<file path="src/rtl/column_scheduler_if.sv">
// Bundle between the game state machine, the column scheduler and the three letter columns.
// The scheduler attaches through the slave modport; the game/column side drives through master.
interface column_scheduler_if;
  logic       enable;
  logic [7:0] score;
  logic [2:0] col_busy;
  logic [2:0] correct;
  logic [2:0] game_over;
  logic       fall_tick;
  logic [2:0] spawn;
  logic [7:0] spawn_letter;
  logic       score_inc;
  logic       running;

  modport master (
    output enable, score, col_busy, correct, game_over,
    input  fall_tick, spawn, spawn_letter, score_inc, running
  );

  modport slave (
    input  enable, score, col_busy, correct, game_over,
    output fall_tick, spawn, spawn_letter, score_inc, running
  );
endinterface

</file>
<file path="src/rtl/column_scheduler.sv">
// Flippy Bit column scheduler: fall-tick divider, round-robin letter spawner and
// score-pulse serializer, gated by an IDLE/RUN/HALT state machine.
module column_scheduler #(
  parameter int unsigned TICK_DIV   = 32'd2500000,
  parameter int unsigned MIN_DIV    = 32'd500000,
  parameter int unsigned DIV_STEP   = 32'd100000,
  parameter int unsigned SCORE_STEP = 32'd8,
  parameter int unsigned SPAWN_GAP  = 32'd6,
  parameter logic [7:0]  LFSR_SEED  = 8'hA5
) (
  input logic clock,
  input logic reset_signal,
  column_scheduler_if.slave bus
);
  localparam logic [1:0] ST_IDLE = 2'd0;
  localparam logic [1:0] ST_RUN  = 2'd1;
  localparam logic [1:0] ST_HALT = 2'd2;

  localparam logic [31:0] TICK_DIV_W   = 32'(TICK_DIV);
  localparam logic [31:0] MIN_DIV_W    = 32'(MIN_DIV);
  localparam logic [31:0] DIV_STEP_W   = 32'(DIV_STEP);
  localparam logic [31:0] SCORE_STEP_W = 32'(SCORE_STEP);
  localparam logic [7:0]  SPAWN_GAP_W  = 8'(SPAWN_GAP);

  // Fibonacci LFSR for x^8+x^6+x^5+x^4+1.
  function automatic logic [7:0] lfsr_step(input logic [7:0] v);
    lfsr_step = {v[6:0], v[7] ^ v[5] ^ v[4] ^ v[3]};
  endfunction

  function automatic logic [1:0] next_col(input logic [1:0] c);
    case (c)
      2'd0:    next_col = 2'd1;
      2'd1:    next_col = 2'd2;
      default: next_col = 2'd0;
    endcase
  endfunction

  logic [1:0]  state_r;
  logic [7:0]  lfsr_r;
  logic [31:0] div_cnt_r;
  logic [31:0] cur_div_r;
  logic [7:0]  gap_cnt_r;
  logic [1:0]  last_spawn_r;
  logic [2:0]  pending_r;
  logic        fall_tick_r;
  logic [2:0]  spawn_r;
  logic [7:0]  spawn_letter_r;
  logic        score_inc_r;
  logic        running_r;

  logic [31:0] level_s;
  logic [31:0] reduction_s;
  logic [31:0] target_s;
  logic [3:0]  free_s;
  logic [1:0]  c1_s;
  logic [1:0]  c2_s;
  logic [1:0]  c3_s;
  logic [1:0]  pick_s;
  logic        found_s;
  logic        spawn_go_s;
  logic [2:0]  set_s;
  logic [2:0]  clr_s;
  logic [2:0]  pending_next_s;

  // Next fall-tick period from the score, saturating at the floor.
  always_comb begin
    level_s     = {24'd0, bus.score} / SCORE_STEP_W;
    reduction_s = level_s * DIV_STEP_W;
    if (reduction_s > (TICK_DIV_W - MIN_DIV_W)) begin
      target_s = MIN_DIV_W;
    end else begin
      target_s = TICK_DIV_W - reduction_s;
    end
  end

  assign free_s = {1'b0, ~bus.col_busy};
  assign c1_s   = next_col(last_spawn_r);
  assign c2_s   = next_col(c1_s);
  assign c3_s   = next_col(c2_s);

  // First free column searching upward from the one after the last spawn.
  always_comb begin
    found_s = 1'b1;
    if (free_s[c1_s]) begin
      pick_s = c1_s;
    end else if (free_s[c2_s]) begin
      pick_s = c2_s;
    end else if (free_s[c3_s]) begin
      pick_s = c3_s;
    end else begin
      pick_s  = c1_s;
      found_s = 1'b0;
    end
  end

  assign spawn_go_s = (gap_cnt_r == SPAWN_GAP_W) && found_s;

  // Score arbiter: a pulse on an already-pending bit merges, so set and clear never collide.
  always_comb begin
    clr_s = pending_r & (~pending_r + 3'd1);
    if ((state_r == ST_RUN) || (state_r == ST_HALT)) begin
      set_s = bus.correct & ~pending_r;
    end else begin
      set_s = 3'b000;
    end
    if ((state_r == ST_HALT) && !bus.enable) begin
      pending_next_s = 3'b000;
    end else begin
      pending_next_s = (pending_r & ~clr_s) | set_s;
    end
  end

  // State machine, divider, spawner and registered outputs.
  always_ff @(posedge clock or posedge reset_signal) begin
    if (reset_signal) begin
      state_r        <= ST_IDLE;
      lfsr_r         <= LFSR_SEED;
      div_cnt_r      <= 32'd0;
      cur_div_r      <= TICK_DIV_W;
      gap_cnt_r      <= 8'd0;
      last_spawn_r   <= 2'd2;
      pending_r      <= 3'b000;
      fall_tick_r    <= 1'b0;
      spawn_r        <= 3'b000;
      spawn_letter_r <= 8'd0;
      score_inc_r    <= 1'b0;
      running_r      <= 1'b0;
    end else begin
      lfsr_r      <= lfsr_step(lfsr_r);
      pending_r   <= pending_next_s;
      score_inc_r <= |pending_r;
      fall_tick_r <= 1'b0;
      spawn_r     <= 3'b000;
      case (state_r)
        ST_IDLE: begin
          if (bus.enable) begin
            state_r   <= ST_RUN;
            running_r <= 1'b1;
            div_cnt_r <= 32'd0;
            gap_cnt_r <= 8'd0;
            cur_div_r <= TICK_DIV_W;
          end else begin
            running_r <= 1'b0;
          end
        end
        ST_RUN: begin
          if (|bus.game_over) begin
            state_r   <= ST_HALT;
            running_r <= 1'b0;
          end else begin
            // The new period is sampled only at a tick so a score change cannot cut one short.
            if (div_cnt_r == (cur_div_r - 32'd1)) begin
              fall_tick_r <= 1'b1;
              div_cnt_r   <= 32'd0;
              cur_div_r   <= target_s;
            end else begin
              div_cnt_r <= div_cnt_r + 32'd1;
            end
            if (spawn_go_s) begin
              spawn_r        <= 3'b001 << pick_s;
              spawn_letter_r <= lfsr_r;
              last_spawn_r   <= pick_s;
              gap_cnt_r      <= 8'd0;
            end else if ((div_cnt_r == (cur_div_r - 32'd1)) && (gap_cnt_r != SPAWN_GAP_W)) begin
              gap_cnt_r <= gap_cnt_r + 8'd1;
            end else begin
              gap_cnt_r <= gap_cnt_r;
            end
          end
        end
        ST_HALT: begin
          running_r <= 1'b0;
          if (!bus.enable) begin
            state_r <= ST_IDLE;
          end else begin
            state_r <= ST_HALT;
          end
        end
        default: begin
          state_r   <= ST_IDLE;
          running_r <= 1'b0;
        end
      endcase
    end
  end

  assign bus.fall_tick    = fall_tick_r;
  assign bus.spawn        = spawn_r;
  assign bus.spawn_letter = spawn_letter_r;
  assign bus.score_inc    = score_inc_r;
  assign bus.running      = running_r;
endmodule

</file>
<file path="src/flat_wrapper.sv">
// flat-port wrapper written by rule: the top's interface ports become plain ports
module column_scheduler_flat 
#(
  parameter int unsigned TICK_DIV   = 32'd2500000,
  parameter int unsigned MIN_DIV    = 32'd500000,
  parameter int unsigned DIV_STEP   = 32'd100000,
  parameter int unsigned SCORE_STEP = 32'd8,
  parameter int unsigned SPAWN_GAP  = 32'd6,
  parameter logic [7:0]  LFSR_SEED  = 8'hA5
)
  (clock, reset_signal, bus_enable, bus_score, bus_col_busy, bus_correct, bus_game_over, bus_fall_tick, bus_spawn, bus_spawn_letter, bus_score_inc, bus_running);
  column_scheduler_if bus_i ();
  input logic clock;
  input logic reset_signal;
  input wire logic [$bits(bus_i.enable)-1:0] bus_enable;
  input wire logic [$bits(bus_i.score)-1:0] bus_score;
  input wire logic [$bits(bus_i.col_busy)-1:0] bus_col_busy;
  input wire logic [$bits(bus_i.correct)-1:0] bus_correct;
  input wire logic [$bits(bus_i.game_over)-1:0] bus_game_over;
  output wire logic [$bits(bus_i.fall_tick)-1:0] bus_fall_tick;
  output wire logic [$bits(bus_i.spawn)-1:0] bus_spawn;
  output wire logic [$bits(bus_i.spawn_letter)-1:0] bus_spawn_letter;
  output wire logic [$bits(bus_i.score_inc)-1:0] bus_score_inc;
  output wire logic [$bits(bus_i.running)-1:0] bus_running;
  assign bus_i.enable = bus_enable;
  assign bus_i.score = bus_score;
  assign bus_i.col_busy = bus_col_busy;
  assign bus_i.correct = bus_correct;
  assign bus_i.game_over = bus_game_over;
  assign bus_fall_tick = bus_i.fall_tick;
  assign bus_spawn = bus_i.spawn;
  assign bus_spawn_letter = bus_i.spawn_letter;
  assign bus_score_inc = bus_i.score_inc;
  assign bus_running = bus_i.running;
  column_scheduler #(.TICK_DIV(TICK_DIV), .MIN_DIV(MIN_DIV), .DIV_STEP(DIV_STEP), .SCORE_STEP(SCORE_STEP), .SPAWN_GAP(SPAWN_GAP), .LFSR_SEED(LFSR_SEED)) u_core (.clock(clock), .reset_signal(reset_signal), .bus(bus_i));
endmodule
</file>
<file path="config.mk">
export PLATFORM = sky130hd
export DESIGN_NAME = column_scheduler_flat
export DESIGN_NICKNAME = d
export VERILOG_FILES = /design/src/rtl/column_scheduler_if.sv /design/src/rtl/column_scheduler.sv /design/src/flat_wrapper.sv
export SDC_FILE = /design/constraint.sdc
export NUM_CORES = 1
export LEC_CHECK = 0
export BUFFER_PORTS_ARGS = -buffer_cell sky130_fd_sc_hd__buf_2
export CELL_PAD_IN_SITES_DETAIL_PLACEMENT = 1
export CELL_PAD_IN_SITES_GLOBAL_PLACEMENT = 2
export CORE_UTILIZATION = 40
export CTS_BUF_LIST = sky130_fd_sc_hd__clkbuf_2 sky130_fd_sc_hd__clkbuf_4 sky130_fd_sc_hd__clkbuf_8
export DETAILED_ROUTE_END_ITERATION = 7
export PLACE_DENSITY = 0.94
export SETUP_SLACK_MARGIN = 0.3
export SLEW_MARGIN = 20
export SYNTH_ARGS = -nofsm -noshare
export SYNTH_HDL_FRONTEND = slang
export SYNTH_SLANG_ARGS = --single-unit
</file>
<file path="constraint.sdc">
create_clock -name clock -period 5.74 [get_ports clock]
set_input_delay 0.574 -clock clock [delete_from_list [all_inputs] [get_ports clock]]
set_output_delay 0.574 -clock clock [all_outputs]
set_load 0.005 [all_outputs]
</file>
==> results_tabular.tex, run 1 <==
\begin{tabular}{lr}
\hline
Metric & Value \\
\hline
\multicolumn{2}{l}{\textbf{Power and ir drop}} \\
Logic gate share of total power & 32.7\% \\
Areal power density over the cells & 244 mW/mm\^{}2 \\
Maximum ir drop on the vdd rail & 92.3 uV \\
Clock share of power & 25.8\% \\
P\_sw & 0.000659 W \\
Sequential group share of total power & 41.4\% \\
Total chip power & 0.00172 W \\
Proportion of total power due to net switching & 38.3\% \\
Internal power contribution & 0.00106 W \\
Leak & 3.09 nW \\
\multicolumn{2}{l}{\textbf{Floorplanning}} \\
Core box area & 0.0159 mm\^{}2 \\
Height of the die & 130 um \\
Std cell rows & 46 \\
Initial standard-cell utilization of the core & 41.0\% \\
Die Wd & 130 um \\
I/O pin count & 34 \\
Die area & 0.0168 mm\^{}2 \\
\multicolumn{2}{l}{\textbf{Critical path}} \\
Category of the critical setup timing path & input port to flop \\
Worst path arrival time & 4.67 ns \\
Kind of start point of the critical path & input port \\
Critical Path Max Stage Delay & 0.46 ns \\
Sum of buffers and inverters on the critical path & 2 \\
Critical Path, Cell by Cell & buf\_2, ha\_1, xor2\_1, ha\_1, a21o\_1, ha\_1, ha\_1, o21ai\_0, o21ai\_0, and3\_1, nor4\_1, nor2\_1, a41oi\_1, buf\_4, nand3\_1, o22a\_1 \\
Kind of cell with the highest combined delay on the critical path & compound AO/OA/AOI/OAI gates \\
Slowest CP cell & sky130\_fd\_sc\_hd\_\_nor4\_1 \\
Crit-path most repeated cell & sky130\_fd\_sc\_hd\_\_ha\_1 \\
Biggest fanout along the worst timing path & 12 \\
Setup crit end kind & flop \\
Worst path required time & 6.06 ns \\
\multicolumn{2}{l}{\textbf{Placement}} \\
DP HPWL & 12600 um \\
Number of placed instances, taps included & 948 \\
Final weighted congestion of routability-driven global placement & 0.871 \\
Number of port buffers & 30 \\
\multicolumn{2}{l}{\textbf{Global route}} \\
Global-route wire length before repair & 27700 um \\
Largest net degree at the start of global routing & 71 \\
Global-route total usage across every layer & 20.8\% \\
Vias in the first global route & 5734 \\
GRT Residual Overflow & 0 \\
Initial antenna violation count & 0 \\
\multicolumn{2}{l}{\textbf{Run status}} \\
Result of the run & finished clean \\
\multicolumn{2}{l}{\textbf{Final layout}} \\
Final Non-Filler Cells & 964 \\
Share of cells above drive strength 1 & 12.0\% \\
Fill cells & 1913 \\
Nets & 803 \\
Area growth from synthesis to layout & 8.44\% \\
Final antenna diode count & 0 \\
\multicolumn{2}{l}{\textbf{Routing}} \\
Post-DR wirelength/cell & 16.9 um \\
1st-pass router iterations & 4 \\
Routed vias/inst & 5.60 \\
Iteration-0 DRC count of the detailed router & 245 \\
Vias & 5399 \\
Total wire length & 16300 um \\
Post-route ant nets & 0 \\
Number of remaining DRC errors & 0 \\
\multicolumn{2}{l}{\textbf{Yosys}} \\
Post-synthesis cell type with the largest combined area & sky130\_fd\_sc\_hd\_\_dfrtp\_1 \\
Warning count from the yosys run & 0 \\
EDFF count, synth & 0 \\
Area share of the leading cell type in the synthesized netlist & 31.5\% \\
Number of nets in the synthesized netlist & 778 \\
Most used flip-flop cell after synthesis & sky130\_fd\_sc\_hd\_\_dfrtp\_1 \\
Ys async rst share & 100\% \\
Sequential-to-total area share from yosys stat & 36.8\% \\
Leading cell types by total area after synthesis & sky130\_fd\_sc\_hd\_\_dfrtp\_1, sky130\_fd\_sc\_hd\_\_ha\_1, sky130\_fd\_sc\_hd\_\_xor2\_1 \\
Synthesized cell area & 0.00651 mm\^{}2 \\
Leading cell types by count after synthesis & sky130\_fd\_sc\_hd\_\_nor2\_1, sky130\_fd\_sc\_hd\_\_dfrtp\_1, sky130\_fd\_sc\_hd\_\_xor2\_1, sky130\_fd\_sc\_hd\_\_xnor2\_1, sky130\_fd\_sc\_hd\_\_inv\_1 \\
Library cell with the highest instance count after synthesis & sky130\_fd\_sc\_hd\_\_nor2\_1 \\
Post-synthesis area per instance & 9.07 um\^{}2 \\
Synthesized instance count & 718 \\
FF+latch count, synth & 95 \\
Count of different cell masters after synthesis & 70 \\
\multicolumn{2}{l}{\textbf{Worst hold path}} \\
Worst min path class & input port to async pin \\
\multicolumn{2}{l}{\textbf{STA}} \\
Final critical path time including I/O delays and setup & 4.35 ns \\
Number of hold violations in the final report & 0 \\
Transition time at the pin with the least slew margin & 0.947 ns \\
Maximum clock skew at final layout & 0.0136 ns \\
Worst slew margin relative to its limit & 36.0\% \\
Final TNS setup & 0 ns \\
RSZ-0062 raised after global routing & no \\
Pins over their slew limit & 0 \\
Final critical-path share of the clock period & 75.7\% \\
Setup violators final & 0 \\
Highest attainable clock frequency & 0.230 GHz \\
\multicolumn{2}{l}{\textbf{CTS}} \\
Post-cts hold buffer count & 0 \\
Max clock buf depth & 2 \\
Number of cells upsized or downsized after cts & 0 \\
Number of CTS-inserted buffers & 9 \\
Count of H-tree levels built during CTS & 3 \\
Clock Pin Slew Worst Setup and Hold Paths & 0.11 ns \\
Total setup buffers inserted after CTS & 0 \\
Clock Sinks & 95 \\
Latest clock arrival within the worst-skew pair & 0.40 ns \\
Clock tree from TritonCTS & done \\
Root buf cell & sky130\_fd\_sc\_hd\_\_clkbuf\_8 \\
\multicolumn{2}{l}{\textbf{Flow run}} \\
Max cap viols & 0 \\
\hline
\end{tabular}
-- layout make-up --
type                    instances  area (um^2)  share of cell area (%)
inverters                      41          156                    2.22
clock inverters                 7         72.6                    1.03
flip-flops and latches         95         2390                    33.9
well taps                     216          270                    3.83
clock buffers                   9          124                    1.75
multi-input cells             560         3850                    54.5
repair buffers                 36          195                    2.76
-- registers in the layout, indices dropped and copies added (netlist names) --
| name | flops |
|---|---|
| u_core.gap_cnt_r | 8 |
| u_core.bus.spawn_letter | 8 |
| u_core.pending_r | 3 |
| u_core.bus.score_inc | 1 |
| u_core.cur_div_r | 26 |
| u_core.last_spawn_r | 2 |
| u_core.bus.fall_tick | 1 |
| u_core.bus.spawn | 3 |
| u_core.bus.running | 1 |
| u_core.div_cnt_r | 32 |
| u_core.state_r | 2 |
| u_core.lfsr_r | 8 |
-- worst register-to-register path: stages (launching register included) --
cell and delay, ns:
sky130_fd_sc_hd__dfrtp_1 0.41, sky130_fd_sc_hd__inv_1 0.11, sky130_fd_sc_hd__ha_1 0.36, sky130_fd_sc_hd__nor4b_2 0.25, sky130_fd_sc_hd__buf_4 0.18, sky130_fd_sc_hd__and4_1 0.29
sky130_fd_sc_hd__nand2_1 0.13, sky130_fd_sc_hd__or4b_1 0.52, sky130_fd_sc_hd__a31o_2 0.26, sky130_fd_sc_hd__a2111o_1 0.47, sky130_fd_sc_hd__a21oi_4 0.43, sky130_fd_sc_hd__buf_4 0.38
sky130_fd_sc_hd__o22ai_1 0.13
-- cells in the final DEF, fill, tap and decap left out, drive strengths merged, types with 13 or more instances in the layout --
master,netlist,final
xnor2,42,42
inv,41,46
nor3,16,16
dfstp,13,13
nor4,13,13
o21ai,17,17
nand2,39,39
ha,39,39
xor2,45,45
dfrtp,82,82
nor2,98,98
nand3,27,27
nand4,26,26
nor2b,16,16
buf,9,36
a21oi,25,25
-- power by group through the flow --
stage | Combinational [W] | Clock (W) | Sequential (W)
CTS | 0.000572 | 0.000461 | 0.000713
global placement | 0.000539 | 0 | 0.000722
global route | 0.000634 | 0.000482 | 0.000715
floorplan | 0.000448 | 0 | 0.000721
detailed placement | 0.000569 | 0 | 0.000726
finish | 0.000563 | 0.000444 | 0.000713
-- logic make-up after synthesis --
logic type      synth area share [%]
buf+inv                         4.25
xor+xnor                        11.7
mux                             1.86
simple gates                    24.0
fa+ha+maj                       7.80
compound gates                  13.6
flops                           36.8
-- metrics by stage --
| stage | hold slack (ns) | util [%] | setup slack, ns | cell area (um^2) |
|---|---|---|---|---|
| final | 0.123 | 44.4 | 1.39 | 7060 |
| after CTS | 0.116 | 44.4 | 1.40 | 7060 |
| after detailed placement | 0.381 | 43.2 | 0.981 | 6860 |
| after global placement | 0.357 | 43.2 | 1.14 | 6860 |
| after global routing | 0.129 | 44.4 | 1.01 | 7060 |
| after floorplan | 0.351 | - | 1.49 | 6510 |
-- layer usage --
layer | GRT usage, % | vias up | part of all wire [%]
li1 | - | 2626 | -
met1 | 25.1 | 2684 | 45
met2 | 37.7 | 63 | 51
met3 | 2.93 | 26 | 2.3
met4 | 6.77 | 0 | 1.8
met5 | 0 | - | 0
-- final timing paths --
check | start | endpoint | slack (ns) | cells past startpoint
worst max-delay path | bus_score[5] | u_core.cur_div_r[5]$_DFFE_PP1P_ | 1.39 | 16
worst min-delay path | reset_signal | u_core.bus.spawn_letter[7]$_DFFE_PP0P_ | 0.12 | 2
worst max register to register | u_core.cur_div_r[6]$_DFFE_PP0P_ | u_core.cur_div_r[11]$_DFFE_PP0P_ | 1.66 | 12
worst min register to register | u_core.lfsr_r[1]$_DFF_PP0_ | u_core.lfsr_r[2]$_DFF_PP1_ | 0.40 | 0
max in group asynchronous | reset_signal | u_core.div_cnt_r[2]$_DFFE_PP0P_ | 4.37 | 3
min in group clock | u_core.lfsr_r[1]$_DFF_PP0_ | u_core.lfsr_r[2]$_DFF_PP1_ | 0.40 | 0
(Power assumes the default switching activity.)
==> inputs of run 2 (changes only) <==
- CORE_UTILIZATION: 40 -> 37
- PLACE_DENSITY: 0.94 -> 0.92
- clock period: 5.74 -> 3.86 ns (I/O delays scaled with it)
==> results_tabular.tex, run 2 (synthesis gave the netlist of run 1 again) <==
\begin{tabular}{lr}
\hline
Metric & Value \\
\hline
\multicolumn{2}{l}{\textbf{Routing}} \\
Post-DR wirelength/cell & 17.7 um (was 16.9 um) \\
Routed vias/inst & 5.57 (was 5.60) \\
Top Layer Used & met4 (unchanged) \\
Total wire length & 17900 um (was 16300 um) \\
Vias & 5640 (was 5399) \\
Number of remaining DRC errors & 1 (was 0) \\
Wire length on met3 & 318 um (was 375 um) \\
Detailed route wirelength on metal2 & 9370 um (was 8340 um) \\
1st-pass router iterations & 7 (was 4) \\
Iteration-0 DRC count of the detailed router & 230 (was 245) \\
Detailed-route wire length on metal 1 & 7780 um (was 7260 um) \\
Post-route ant nets & 0 (unchanged) \\
\multicolumn{2}{l}{\textbf{Final layout}} \\
Most common cell after layout, fill and taps aside & sky130\_fd\_sc\_hd\_\_nor2\_1 (unchanged) \\
Register with the most flip-flops & u\_core.div\_cnt\_r (unchanged) \\
Share of cells above drive strength 1 & 19.8\% (was 12.0\%) \\
Flip-flop count of the largest register, all copies and words added & 32 (unchanged) \\
Area growth from synthesis to layout & 16.8\% (was 8.44\%) \\
Most used cells in the layout excluding fill and tap cells & sky130\_fd\_sc\_hd\_\_nor2\_1, sky130\_fd\_sc\_hd\_\_dfrtp\_1, sky130\_fd\_sc\_hd\_\_xor2\_1, sky130\_fd\_sc\_hd\_\_buf\_4 (was sky130\_fd\_sc\_hd\_\_nor2\_1, sky130\_fd\_sc\_hd\_\_dfrtp\_1, sky130\_fd\_sc\_hd\_\_xor2\_1, sky130\_fd\_sc\_hd\_\_xnor2\_1, sky130\_fd\_sc\_hd\_\_inv\_1) \\
Biggest regs & u\_core.div\_cnt\_r: 32 flops, u\_core.cur\_div\_r: 26 flops (unchanged) \\
Final antenna diode count & 0 (unchanged) \\
Nets & 843 (was 803) \\
End-of-flow core utilization & 44.1\% (was 44.4\%) \\
\multicolumn{2}{l}{\textbf{Global route}} \\
Global-route wire length before repair & 29200 um (was 27700 um) \\
Global-route total usage across every layer & 20.1\% (was 20.8\%) \\
Vias in the first global route & 5987 (was 5734) \\
GRT Residual Overflow & 0 (unchanged) \\
Largest net degree at the start of global routing & 57 (was 71) \\
Initial antenna violation count & 0 (unchanged) \\
\multicolumn{2}{l}{\textbf{Critical path}} \\
Slowest CP cell & sky130\_fd\_sc\_hd\_\_ha\_2 (was sky130\_fd\_sc\_hd\_\_nor4\_1) \\
Biggest fanout along the worst timing path & 6 (was 12) \\
Setup crit end kind & flop (unchanged) \\
Kind of cell with the highest combined delay on the critical path & compound AO/OA/AOI/OAI gates (unchanged) \\
Critical Path Max Stage Delay & 0.41 ns (was 0.46 ns) \\
Sum of buffers and inverters on the critical path & 2 (unchanged) \\
Critical Path, Cell by Cell & buf\_2, ha\_1, xor2\_1, ha\_1, a21o\_1, ha\_1, ha\_2, nand3\_1, a21o\_1, mux2i\_1, a2111oi\_4, o21ai\_1, a41oi\_2, nand3\_2, buf\_6, o22a\_1 (was buf\_2, ha\_1, xor2\_1, ha\_1, a21o\_1, ha\_1, ha\_1, o21ai\_0, o21ai\_0, and3\_1, nor4\_1, nor2\_1, a41oi\_1, buf\_4, nand3\_1, o22a\_1) \\
Worst path arrival time & 3.71 ns (was 4.67 ns) \\
Kind of start point of the critical path & input port (unchanged) \\
Worst path required time & 4.16 ns (was 6.06 ns) \\
Crit-path most repeated cell & sky130\_fd\_sc\_hd\_\_ha\_1 (unchanged) \\
Category of the critical setup timing path & input port to flop (unchanged) \\
\multicolumn{2}{l}{\textbf{Placement}} \\
Final weighted congestion of routability-driven global placement & 0.882 (was 0.871) \\
DP HPWL & 13700 um (was 12600 um) \\
Number of port buffers & 30 (unchanged) \\
\multicolumn{2}{l}{\textbf{CTS}} \\
Clock Sinks & 95 (unchanged) \\
Max clock buf depth & 2 (unchanged) \\
Root buf cell & sky130\_fd\_sc\_hd\_\_clkbuf\_8 (unchanged) \\
Clock tree from TritonCTS & done (unchanged) \\
Number of CTS-inserted buffers & 9 (unchanged) \\
Count of H-tree levels built during CTS & 3 (unchanged) \\
Latest clock arrival within the worst-skew pair & 0.38 ns (was 0.40 ns) \\
Clock Pin Slew Worst Setup and Hold Paths & 0.10 ns (was 0.11 ns) \\
\multicolumn{2}{l}{\textbf{Floorplanning}} \\
Die Wd & 135 um (was 130 um) \\
Core box area & 0.0172 mm\^{}2 (was 0.0159 mm\^{}2) \\
Std cell rows & 48 (was 46) \\
Initial standard-cell utilization of the core & 37.8\% (was 41.0\%) \\
Die area & 0.0181 mm\^{}2 (was 0.0168 mm\^{}2) \\
I/O pin count & 34 (unchanged) \\
Height of the die & 135 um (was 130 um) \\
\multicolumn{2}{l}{\textbf{Worst hold path}} \\
Worst min path class & input port to flop (was input port to async pin) \\
\multicolumn{2}{l}{\textbf{Power and ir drop}} \\
Leak & 3.34 nW (was 3.09 nW) \\
Maximum ir drop on the vdd rail & 220 uV (was 92.3 uV) \\
Areal power density over the cells & 364 mW/mm\^{}2 (was 244 mW/mm\^{}2) \\
Total chip power & 0.00277 W (was 0.00172 W) \\
\multicolumn{2}{l}{\textbf{STA}} \\
Setup violators final & 0 (unchanged) \\
Final critical path time including I/O delays and setup & 3.41 ns \\
Final critical-path share of the clock period & 88.3\% \\
Number of hold violations in the final report & 0 (unchanged) \\
Pins over their slew limit & 0 (unchanged) \\
Transition time at the pin with the least slew margin & 0.541 ns (was 0.947 ns) \\
Worst slew margin relative to its limit & 63.9\% (was 36.0\%) \\
RSZ-0062 raised after global routing & no (unchanged) \\
Highest attainable clock frequency & 0.293 GHz \\
Maximum clock skew at final layout & 0.0175 ns (was 0.0136 ns) \\
\multicolumn{2}{l}{\textbf{Run status}} \\
Violations in the final reports & design-rule violations \\
Result of the run & finished with violations (was finished clean) \\
\multicolumn{2}{l}{\textbf{Flow run}} \\
Max cap viols & 0 (unchanged) \\
\hline
\end{tabular}
-- run 2: cell count changes in the layout (fill, tap and decap cells not counted), sizes merged --
cell and delta:
inv -4, dlygate4sd3 +1, clkinv +4, clkbuf +1, buf +38
-- run 2: path summary, 6_finish.rpt --
kind	start	to	slack, ns	cells after the start
max in group asynchronous	reset_signal	u_core.cur_div_r[8]$_DFFE_PP1P_	2.43	4
worst min register to register	u_core.lfsr_r[1]$_DFF_PP0_	u_core.lfsr_r[2]$_DFF_PP1_	0.38	0
min in group asynchronous	reset_signal	u_core.lfsr_r[3]$_DFF_PP0_	0.54	3
worst min-delay path	bus_correct[0]	u_core.pending_r[0]$_DFF_PP0_	0.24	3
worst max register to register	u_core.cur_div_r[6]$_DFFE_PP0P_	u_core.cur_div_r[16]$_DFFE_PP0P_	0.49	11
worst max-delay path	bus_score[5]	u_core.cur_div_r[8]$_DFFE_PP1P_	0.45	16
-- run 2: timing repair --
item / 4_1_cts / 5_1_grt
hold endpoints to repair: 11 / 0
cloned: 0 / 2
resized for setup: 1 / 34
pin swaps: 0 / 7
hold buffers: 1 / 0
endpoints found under the setup margin: 15 / 56
buffers inserted: 0 / 3
-- run 2: report_power, final --
part / switching [W] / leakage [nW] / internal (W)
Sequential: 0.0000277 / 1.27 / 0.00103
Combinational: 0.000631 / 1.97 / 0.000440
Clock: 0.000389 / 0.0934 / 0.000247
Total: 0.00105 / 3.34 / 0.00172
-- run 2: layout make-up --
cell class	instances	area [um^2]
flip-flops and latches	95	2390
inverters	41	155
clock buffers	9	124
fillers	2006	9630
repair buffers	76	536
clock inverters	7	65.1
well taps	225	282
multi-input cells	560	4050
-- run 2: routing by layer --
metal  vias to the layer above  track usage, %
met5                         -               0
met4                         0            7.30
met3                        29            2.14
met2                        71            36.8
met1                      2840            24.2
li1                       2700               -
-- run 2: worst reg2reg max path, delay by kind of cell (launching register included) --
family | cells | cell delay, ns
and+or+nand+nor | 4 | 1.30
AOI/OAI and AO/OA | 3 | 0.89
DFF | 1 | 0.41
buffers and inverters | 2 | 0.29
adders and majority gates | 1 | 0.19
xor gates and xnor gates | 1 | 0.16
-- run 2: metrics by stage --
| stage | setup TNS (ns) | worst slack (ns) | hold WS, ns | cell area, um^2 | cells |
|---|---|---|---|---|---|
| floorplan | 0 | 0.304 | 0.351 | 6540 | 718 |
| global placement | -0.0532 | -0.0120 | 0.359 | 7170 | 991 |
| detailed placement | -2.36 | -0.169 | 0.366 | 7170 | 991 |
| CTS | 0 | 0.308 | 0.230 | 7370 | 1008 |
| global route | 0 | 0.284 | 0.242 | 7610 | 1013 |
| finish | 0 | 0.451 | 0.240 | 7610 | 1013 |
